**src/rtl/block_chunk_serializer_if.sv**
```systemverilog
// Handshake bundle for block_chunk_serializer: block input side and chunk output side.
// The slave modport is the serializer's view; master is the producer/consumer environment.
interface block_chunk_serializer_if #(
    parameter int unsigned BLOCK_W = 512,
    parameter int unsigned CHUNK_W = 4
);
    localparam int unsigned N  = BLOCK_W / CHUNK_W;
    localparam int unsigned IW = (N > 1) ? $clog2(N) : 1;

    logic               in_valid;
    logic               in_ready;
    logic [BLOCK_W-1:0] message_input;
    logic               out_valid;
    logic               out_ready;
    logic [CHUNK_W-1:0] data_out;
    logic [IW-1:0]      out_index;
    logic               out_last;

    modport master (
        output in_valid, message_input, out_ready,
        input  in_ready, out_valid, data_out, out_index, out_last
    );

    modport slave (
        input  in_valid, message_input, out_ready,
        output in_ready, out_valid, data_out, out_index, out_last
    );
endinterface

```
**src/rtl/block_chunk_serializer.sv**
```systemverilog
// Latches one BLOCK_W message block and streams it out as N = BLOCK_W/CHUNK_W chunks,
// LSB-chunk-first or MSB-chunk-first, with index and last flag. Supports back-to-back
// blocks with no bubble, output backpressure, and a synchronous flush.
module block_chunk_serializer #(
    parameter int unsigned BLOCK_W   = 512,
    parameter int unsigned CHUNK_W   = 4,
    parameter bit          MSB_FIRST = 1'b0
) (
    input  logic                     clk,
    input  logic                     rst_n,
    input  logic                     flush,
    output logic                     busy,
    block_chunk_serializer_if.slave  bus
);
    localparam int unsigned N  = BLOCK_W / CHUNK_W;
    localparam int unsigned IW = (N > 1) ? $clog2(N) : 1;
    localparam logic [IW-1:0] LastIdx = IW'(N - 1);

    typedef enum logic {StIdle, StSend} state_e;

    state_e             state_q, state_d;
    logic [IW-1:0]      cnt_q, cnt_d;
    logic [BLOCK_W-1:0] blk_q, blk_d;

    // Chunk view of the holding register; chunk k sits at bits [k*CHUNK_W +: CHUNK_W].
    logic [N-1:0][CHUNK_W-1:0] chunks;
    logic [IW-1:0]             sel;
    logic                      send;
    logic                      last;
    logic                      accept;

    assign chunks = blk_q;

    // Outputs depend on registered state only, except in_ready which looks at out_ready/flush.
    always_comb begin
        send          = (state_q == StSend);
        last          = send && (cnt_q == LastIdx);
        sel           = MSB_FIRST ? (LastIdx - cnt_q) : cnt_q;
        bus.out_valid = send;
        bus.out_last  = last;
        bus.out_index = send ? cnt_q : '0;
        bus.data_out  = send ? chunks[sel] : '0;
        busy          = send;
        if (flush) begin
            bus.in_ready = 1'b0;
        end else if (!send) begin
            bus.in_ready = 1'b1;
        end else begin
            bus.in_ready = last && bus.out_ready;
        end
        accept = bus.in_valid && bus.in_ready;
    end

    // Next-state: flush beats acceptance, acceptance beats a plain output beat.
    always_comb begin
        state_d = state_q;
        cnt_d   = cnt_q;
        blk_d   = blk_q;
        if (flush) begin
            state_d = StIdle;
            cnt_d   = '0;
            blk_d   = '0;
        end else if (accept) begin
            state_d = StSend;
            cnt_d   = '0;
            blk_d   = bus.message_input;
        end else if (send && bus.out_ready) begin
            if (last) begin
                state_d = StIdle;
                cnt_d   = '0;
            end else begin
                cnt_d = cnt_q + IW'(1);
            end
        end
    end

    // State, counter and holding register with synchronous active-low reset.
    always_ff @(posedge clk) begin
        if (!rst_n) begin
            state_q <= StIdle;
            cnt_q   <= '0;
            blk_q   <= '0;
        end else begin
            state_q <= state_d;
            cnt_q   <= cnt_d;
            blk_q   <= blk_d;
        end
    end
endmodule

```
**src/flat_wrapper.sv**
```systemverilog
// flat-port wrapper written by rule: the top's interface ports become plain ports
module block_chunk_serializer_flat 
#(
    parameter int unsigned BLOCK_W   = 512,
    parameter int unsigned CHUNK_W   = 4,
    parameter bit          MSB_FIRST = 1'b0
)
  (clk, rst_n, flush, busy, bus_in_valid, bus_message_input, bus_out_ready, bus_in_ready, bus_out_valid, bus_data_out, bus_out_index, bus_out_last);
  block_chunk_serializer_if #(.BLOCK_W(BLOCK_W), .CHUNK_W(CHUNK_W)) bus_i ();
  input  logic clk;
  input  logic rst_n;
  input  logic flush;
  output logic busy;
  input wire logic [$bits(bus_i.in_valid)-1:0] bus_in_valid;
  input wire logic [$bits(bus_i.message_input)-1:0] bus_message_input;
  input wire logic [$bits(bus_i.out_ready)-1:0] bus_out_ready;
  output wire logic [$bits(bus_i.in_ready)-1:0] bus_in_ready;
  output wire logic [$bits(bus_i.out_valid)-1:0] bus_out_valid;
  output wire logic [$bits(bus_i.data_out)-1:0] bus_data_out;
  output wire logic [$bits(bus_i.out_index)-1:0] bus_out_index;
  output wire logic [$bits(bus_i.out_last)-1:0] bus_out_last;
  assign bus_i.in_valid = bus_in_valid;
  assign bus_i.message_input = bus_message_input;
  assign bus_i.out_ready = bus_out_ready;
  assign bus_in_ready = bus_i.in_ready;
  assign bus_out_valid = bus_i.out_valid;
  assign bus_data_out = bus_i.data_out;
  assign bus_out_index = bus_i.out_index;
  assign bus_out_last = bus_i.out_last;
  block_chunk_serializer #(.BLOCK_W(BLOCK_W), .CHUNK_W(CHUNK_W), .MSB_FIRST(MSB_FIRST)) u_core (.clk(clk), .rst_n(rst_n), .flush(flush), .busy(busy), .bus(bus_i));
endmodule
```
**config.mk**
```make
export PLATFORM = sky130hd
export DESIGN_NAME = block_chunk_serializer_flat
export DESIGN_NICKNAME = d
export VERILOG_FILES = /design/src/rtl/block_chunk_serializer_if.sv /design/src/rtl/block_chunk_serializer.sv /design/src/flat_wrapper.sv
export SDC_FILE = /design/constraint.sdc
export NUM_CORES = 1
export LEC_CHECK = 0
export ABC_AREA = 0
export BUFFER_PORTS_ARGS = -buffer_cell sky130_fd_sc_hd__buf_2
export CAP_MARGIN = 15
export CORE_MARGIN = 5
export CORE_UTILIZATION = 55
export CTS_BUF_LIST = sky130_fd_sc_hd__clkbuf_4 sky130_fd_sc_hd__clkbuf_8 sky130_fd_sc_hd__clkbuf_16
export CTS_CLUSTER_DIAMETER = 50
export DETAILED_ROUTE_END_ITERATION = 7
export GPL_TIMING_DRIVEN = 0
export PLACE_DENSITY = 0.94
export SYNTH_ARGS = -nofsm -noshare
export SYNTH_HDL_FRONTEND = slang
export SYNTH_SLANG_ARGS = --single-unit
```
**constraint.sdc**
```tcl
create_clock -name clk -period 7.1 [get_ports clk]
set_input_delay 2.13 -clock clk [delete_from_list [all_inputs] [get_ports clk]]
set_output_delay 2.13 -clock clk [all_outputs]
set_load 0.005 [all_outputs]
```
== Word-level counts from Yosys, hierarchy flattened ==
Index checks and enable logic that the tools add are counted.

* $lt $le $gt $ge: 1
* Reductions and logical operators: 9
* Add/subtract/negate cells: 1
* Bitwise operators: 1
* Equal/unequal tests: 1
* Mux-type cells: 10

{| class="wikitable"
|+ Operator list
! cell !! count
|-
| 4-bit binary-select mux with 7-bit select || 1
|-
| 7-bit 2-to-1 mux || 2
|-
| 7-bit by 8-bit < comparator with 1-bit output (second input constant) || 1
|-
| 4-bit 2-to-1 mux || 2
|-
| 7-bit by 1-bit adder with 7-bit output (second input constant) || 1
|-
| 7-bit == test (second input constant) || 1
|-
| 1-bit 2-to-1 mux || 5
|-
| 1-bit logical AND || 4
|-
| 2-bit nonzero test || 2
|-
| 3-bit OR reduction || 1
|-
| 2-bit AND reduction || 1
|-
| 2-bit OR reduction || 1
|-
| 1-bit NOT || 1
|}

* Logic and storage cells: 26
* Input port bits: 517
* Flip-flop bits (word level): 520

== Logic depth before layout (Yosys ltp) ==
* Depth after elaboration: 8
* Gate-level depth with buffers: 11

== Worst setup path after synthesis ==
OpenSTA, ideal clock, no wires.

* Path type: input -> output
* Start: in bus_out_ready
* End: out bus_in_ready
* Arrival: 2571 ps
* Slack: 2399 ps
* Buffers on the path: 0
* Data required time: 4970 ps
* Cell stages on the path: 3
* Path through: nand2_1 o31ai_1 and2b_1

* Cells in the longest elaborated chain, start to end: 3

{| class="wikitable"
|+ RTL lines
! item !! line !! source
|-
| start: declaration || flat_wrapper.sv:16 || <nowiki>input wire logic [$bits(bus_i.out_ready)-1:0] bus_out_ready;</nowiki>
|-
| 1-bit logical AND || block_chunk_serializer.sv:49 || <nowiki>bus.in_ready = last && bus.out_ready;</nowiki>
|-
| 1-bit 2-to-1 mux || block_chunk_serializer.sv:46 || <nowiki>end else if (!send) begin</nowiki>
|-
| 1-bit 2-to-1 mux || block_chunk_serializer.sv:44 || <nowiki>if (flush) begin</nowiki>
|-
| end: declaration || flat_wrapper.sv:17 || <nowiki>output wire logic [$bits(bus_i.in_ready)-1:0] bus_in_ready;</nowiki>
|}

Every way passes these cells.

== Worst setup path after layout ==
* Start: reg u_core.cnt_q[2]
* End: out bus_data_out[2]

* Cells in the longest elaborated chain, start to end: 3

{| class="wikitable"
|+ RTL lines
! item !! line !! source
|-
| start: declaration || block_chunk_serializer.sv:22 || <nowiki>logic [IW-1:0] cnt_q, cnt_d;</nowiki>
|-
| start signal: assignment || block_chunk_serializer.sv:85 || <nowiki>cnt_q <= cnt_d;</nowiki>
|-
| 4-bit binary-select mux with 7-bit select || block_chunk_serializer.sv:42 || <nowiki>bus.data_out = send ? chunks[sel] : '0;</nowiki>
|-
| 4-bit 2-to-1 mux (implied by the code) || block_chunk_serializer.sv:42 ||
|-
| 4-bit 2-to-1 mux || block_chunk_serializer.sv:42 ||
|-
| end: declaration || flat_wrapper.sv:19 || <nowiki>output wire logic [$bits(bus_i.data_out)-1:0] bus_data_out;</nowiki>
|}

Every way passes these cells. The select of a mux whose other input is x is not followed.

==> out/metrics.cfg <==
[min_path]
hold_path_end=u_core.blk_q[489]
hold_path_class=reg2reg
worstHoldStart=u_core.blk_q[489]
min_path_cells=2

[cells_and_area]
n_fill_cell=2957
regArea_sq_mm=0.0104
finish.net_count=3769
multi_input_area_sq_mm=0.0107
layout-drive-gt1-share=0.249
design_area_sq_mm=0.0275
syn2layout_area_growth_pct=23.0

[global_route]
grt.overflow.total=0
antenna_found_initial=10
grt_pass1_wl_mm=136
track_usage=0.405
grt_max_degree=16
grt_pass1_vias=23500

[yosys]
syn_nets=3181
synth_fa_ha_area_frac=0.000560
synth_top_family_by_area=simple AND/OR/NAND/NOR gates
ys_types=53
synth_top_area_frac=0.466
synth_edf_count=0
synthMuxAreaShare=0.135
synth-simple-area-share=0.197
synthTopCellsByArea=dfxtp_1 47%, nand2_1 18%, a21oi_1 12%, mux4_2 9.3%, mux2i_1 3.0%
async_flop_share=0
syn_area_per_cell_sq_um=8.38
ys_warn_count=0
ys_seq_area_frac=0.466
synth-xor-area-share=0.00196
synth_compound_area_frac=0.146
synth_area_sq_mm=0.0223
ys_ff_latch=520
synth_ff_type=dfxtp_1
yosys.area.top_type=dfxtp_1
syn_inst=2663

[clock_network]
numCtsBuffers=53
cts_setup_buffers=0
cts_root_buf=clkbuf_16
clk-insertion-delay-late_ns=0.61
clk_pin_slew_worst_paths_ns=0.07
cts.sinks=520
cts_tree=built
cts_hold_buf=0
htreeDepth=2
ctsResizeCount=0
clock_path_buffers=3

[pwr]
leakage_uw=0.0101
power_uw=6440
peakVddDrop_mv=0.151
power_per_cell_area_mw_per_mm2=235

[timing]
period_share=0.909
slew_headroom=0.324
rsz0062_at_grt=false
fmax_ghz=0.155
worstMarginPinSlew_ns=1.01
post-route-min-period_ns=6.46
hold_viol_final=0
fin_ws_ns=0.644
slew_violations=0
finalSetupTns_ns=0
setup_viol=0
worst_clock_skew_ns=0.0286

[routing]
wl_per_cell_um=24.9
drt-vias-per-instance=6.26
postRouteWirelength_mm=95.3
dr.pass1.iters=8
postRouteAntennaNets=0
first_iter_violations=3270
num_vias=23900
drc_errors=5

[die]
boundaryPins=532
initial_core_util=0.559
dieWidth_um=211
dieArea_sq_mm=0.0447
core_sq_mm=0.0399
die_h_um=211
std_cell_rows=73

[run]
drv_cap=0

[placement]
placed_area_sq_mm=0.0257
dp_slack_ns=1.62
place_congestion=1.01
dp_hpwl_mm=68.9
port_buffers=531

[setup_path]
worstSetupEndpointType=output port
critPathLaunchType=flop
crit_required_ns=4.97
reg2reg_to=u_core.blk_q[387]
critical_path_arrival_ns=4.33
worst-path-max-fanout=10
r2r_start=u_core.cnt_q[1]
startpoint=u_core.cnt_q[2]
rr_worst_depth=10
r2r_slack_ns=3.88
path_class=reg2out

[outcome]
violations=DRC
status=complete, but fails checks

==> metal layers <==
layer	vias to the layer above	routed length, um	part of all wire	GRT usage
met5	-	60	0.00063	0
met4	8	7270	0.076	0.265
met3	520	13200	0.14	0.120
met2	2120	42600	0.45	0.637
met1	11100	32200	0.34	0.483
li1	10200	-	-	-
==> critical path: stages (launching register included) <==
cell and delay, ns:
dfxtp_1 0.31, buf_4 0.21, buf_4 0.37, buf_2 0.56, buf_2 0.61, mux2i_1 0.43, a22oi_1 0.13, a31oi_1 0.24
a31oi_1 0.10, nor2_1 0.24, o211ai_1 0.27, buf_2 0.22
==> cells in the mapped netlist, drive strengths merged, types with 3 or more instances <==
master	instances
nand2	1042
a21oi	530
dfxtp	520
clkbuf	131
mux4	101
buf	93
mux2i	68
a22oi	34
nor2	21
nand3	16
and2	12
a31oi	9
nor2b	9
nor3	6
o221ai	6
o22ai	6
nand3b	5
a2111oi	4
a22o	4
nand4	4
a211oi	3
inv	3
mux2	3
o211ai	3
xnor2	3
==> how the worst max path moves through the flow <==
stage	to	slack, ns
finish	bus_data_out[2]	0.64
global route	bus_data_out[2]	0.76
CTS	bus_data_out[0]	0.98
detailed placement	bus_data_out[0]	1.62
global placement	bus_data_out[2]	0.77
floorplan	bus_in_ready	2.40
==> final cells by class <==
class | instances | share of cell area
multi-input combinational | 1916 | 0.391
sequential | 520 | 0.379
timing repair buffer | 533 | 0.0973
clock buffer | 77 | 0.0584
buffer | 224 | 0.0426
tap | 525 | 0.0239
clock inverter | 21 | 0.00670
antenna | 7 | 0.000638
inverter | 3 | 0.000410
==> per-stage QoR <==
stage,hold WS [ns],utilization,instances
global route,0.469,0.688,3822
global placement,0.437,0.642,3719
CTS,0.451,0.688,3819
floorplan,0.432,-,2663
finish,0.453,0.688,3826
detailed placement,0.443,0.643,3721
==> power breakdown <==
group / internal (uW) / switching (uW) / total (uW) / leakage (uW)
Combinational: 209 / 349 / 558 / 0.00503
Clock: 1650 / 1220 / 2870 / 0.000900
Sequential: 2980 / 36.3 / 3010 / 0.00421
Total: 4840 / 1610 / 6440 / 0.0101
==> kinds of logic (layout without fill, tap and decap cells) <==
kind of cell	Yosys count	count (layout)
multiplexers	172	172
XOR/XNOR	5	5
buffers and inverters	227	858
other	0	7
flip-flops	520	520
AO/OA/AOI/OAI	608	608
AND/OR/NAND/NOR	1130	1130
adder cells (fa/ha/maj)	1	1
==> registers in the layout, indices dropped and copies added, names as in the netlist <==
signal and cells:
u_core.blk_q 512, u_core.cnt_q 7, u_core.bus.out_valid 1
==> cells in the final DEF, fill, tap and decap left out, types with 15 or more instances in the layout <==
cell type,instances
a21oi_1,530
a22oi_1,32
buf_2,563
buf_4,39
buf_6,15
clkbuf_1,130
clkbuf_16,55
dfxtp_1,520
mux2i_1,68
mux4_2,92
nand2_1,1042
nand3_1,16
nor2_1,21
Note: power is estimated with default switching activity, not from simulation.
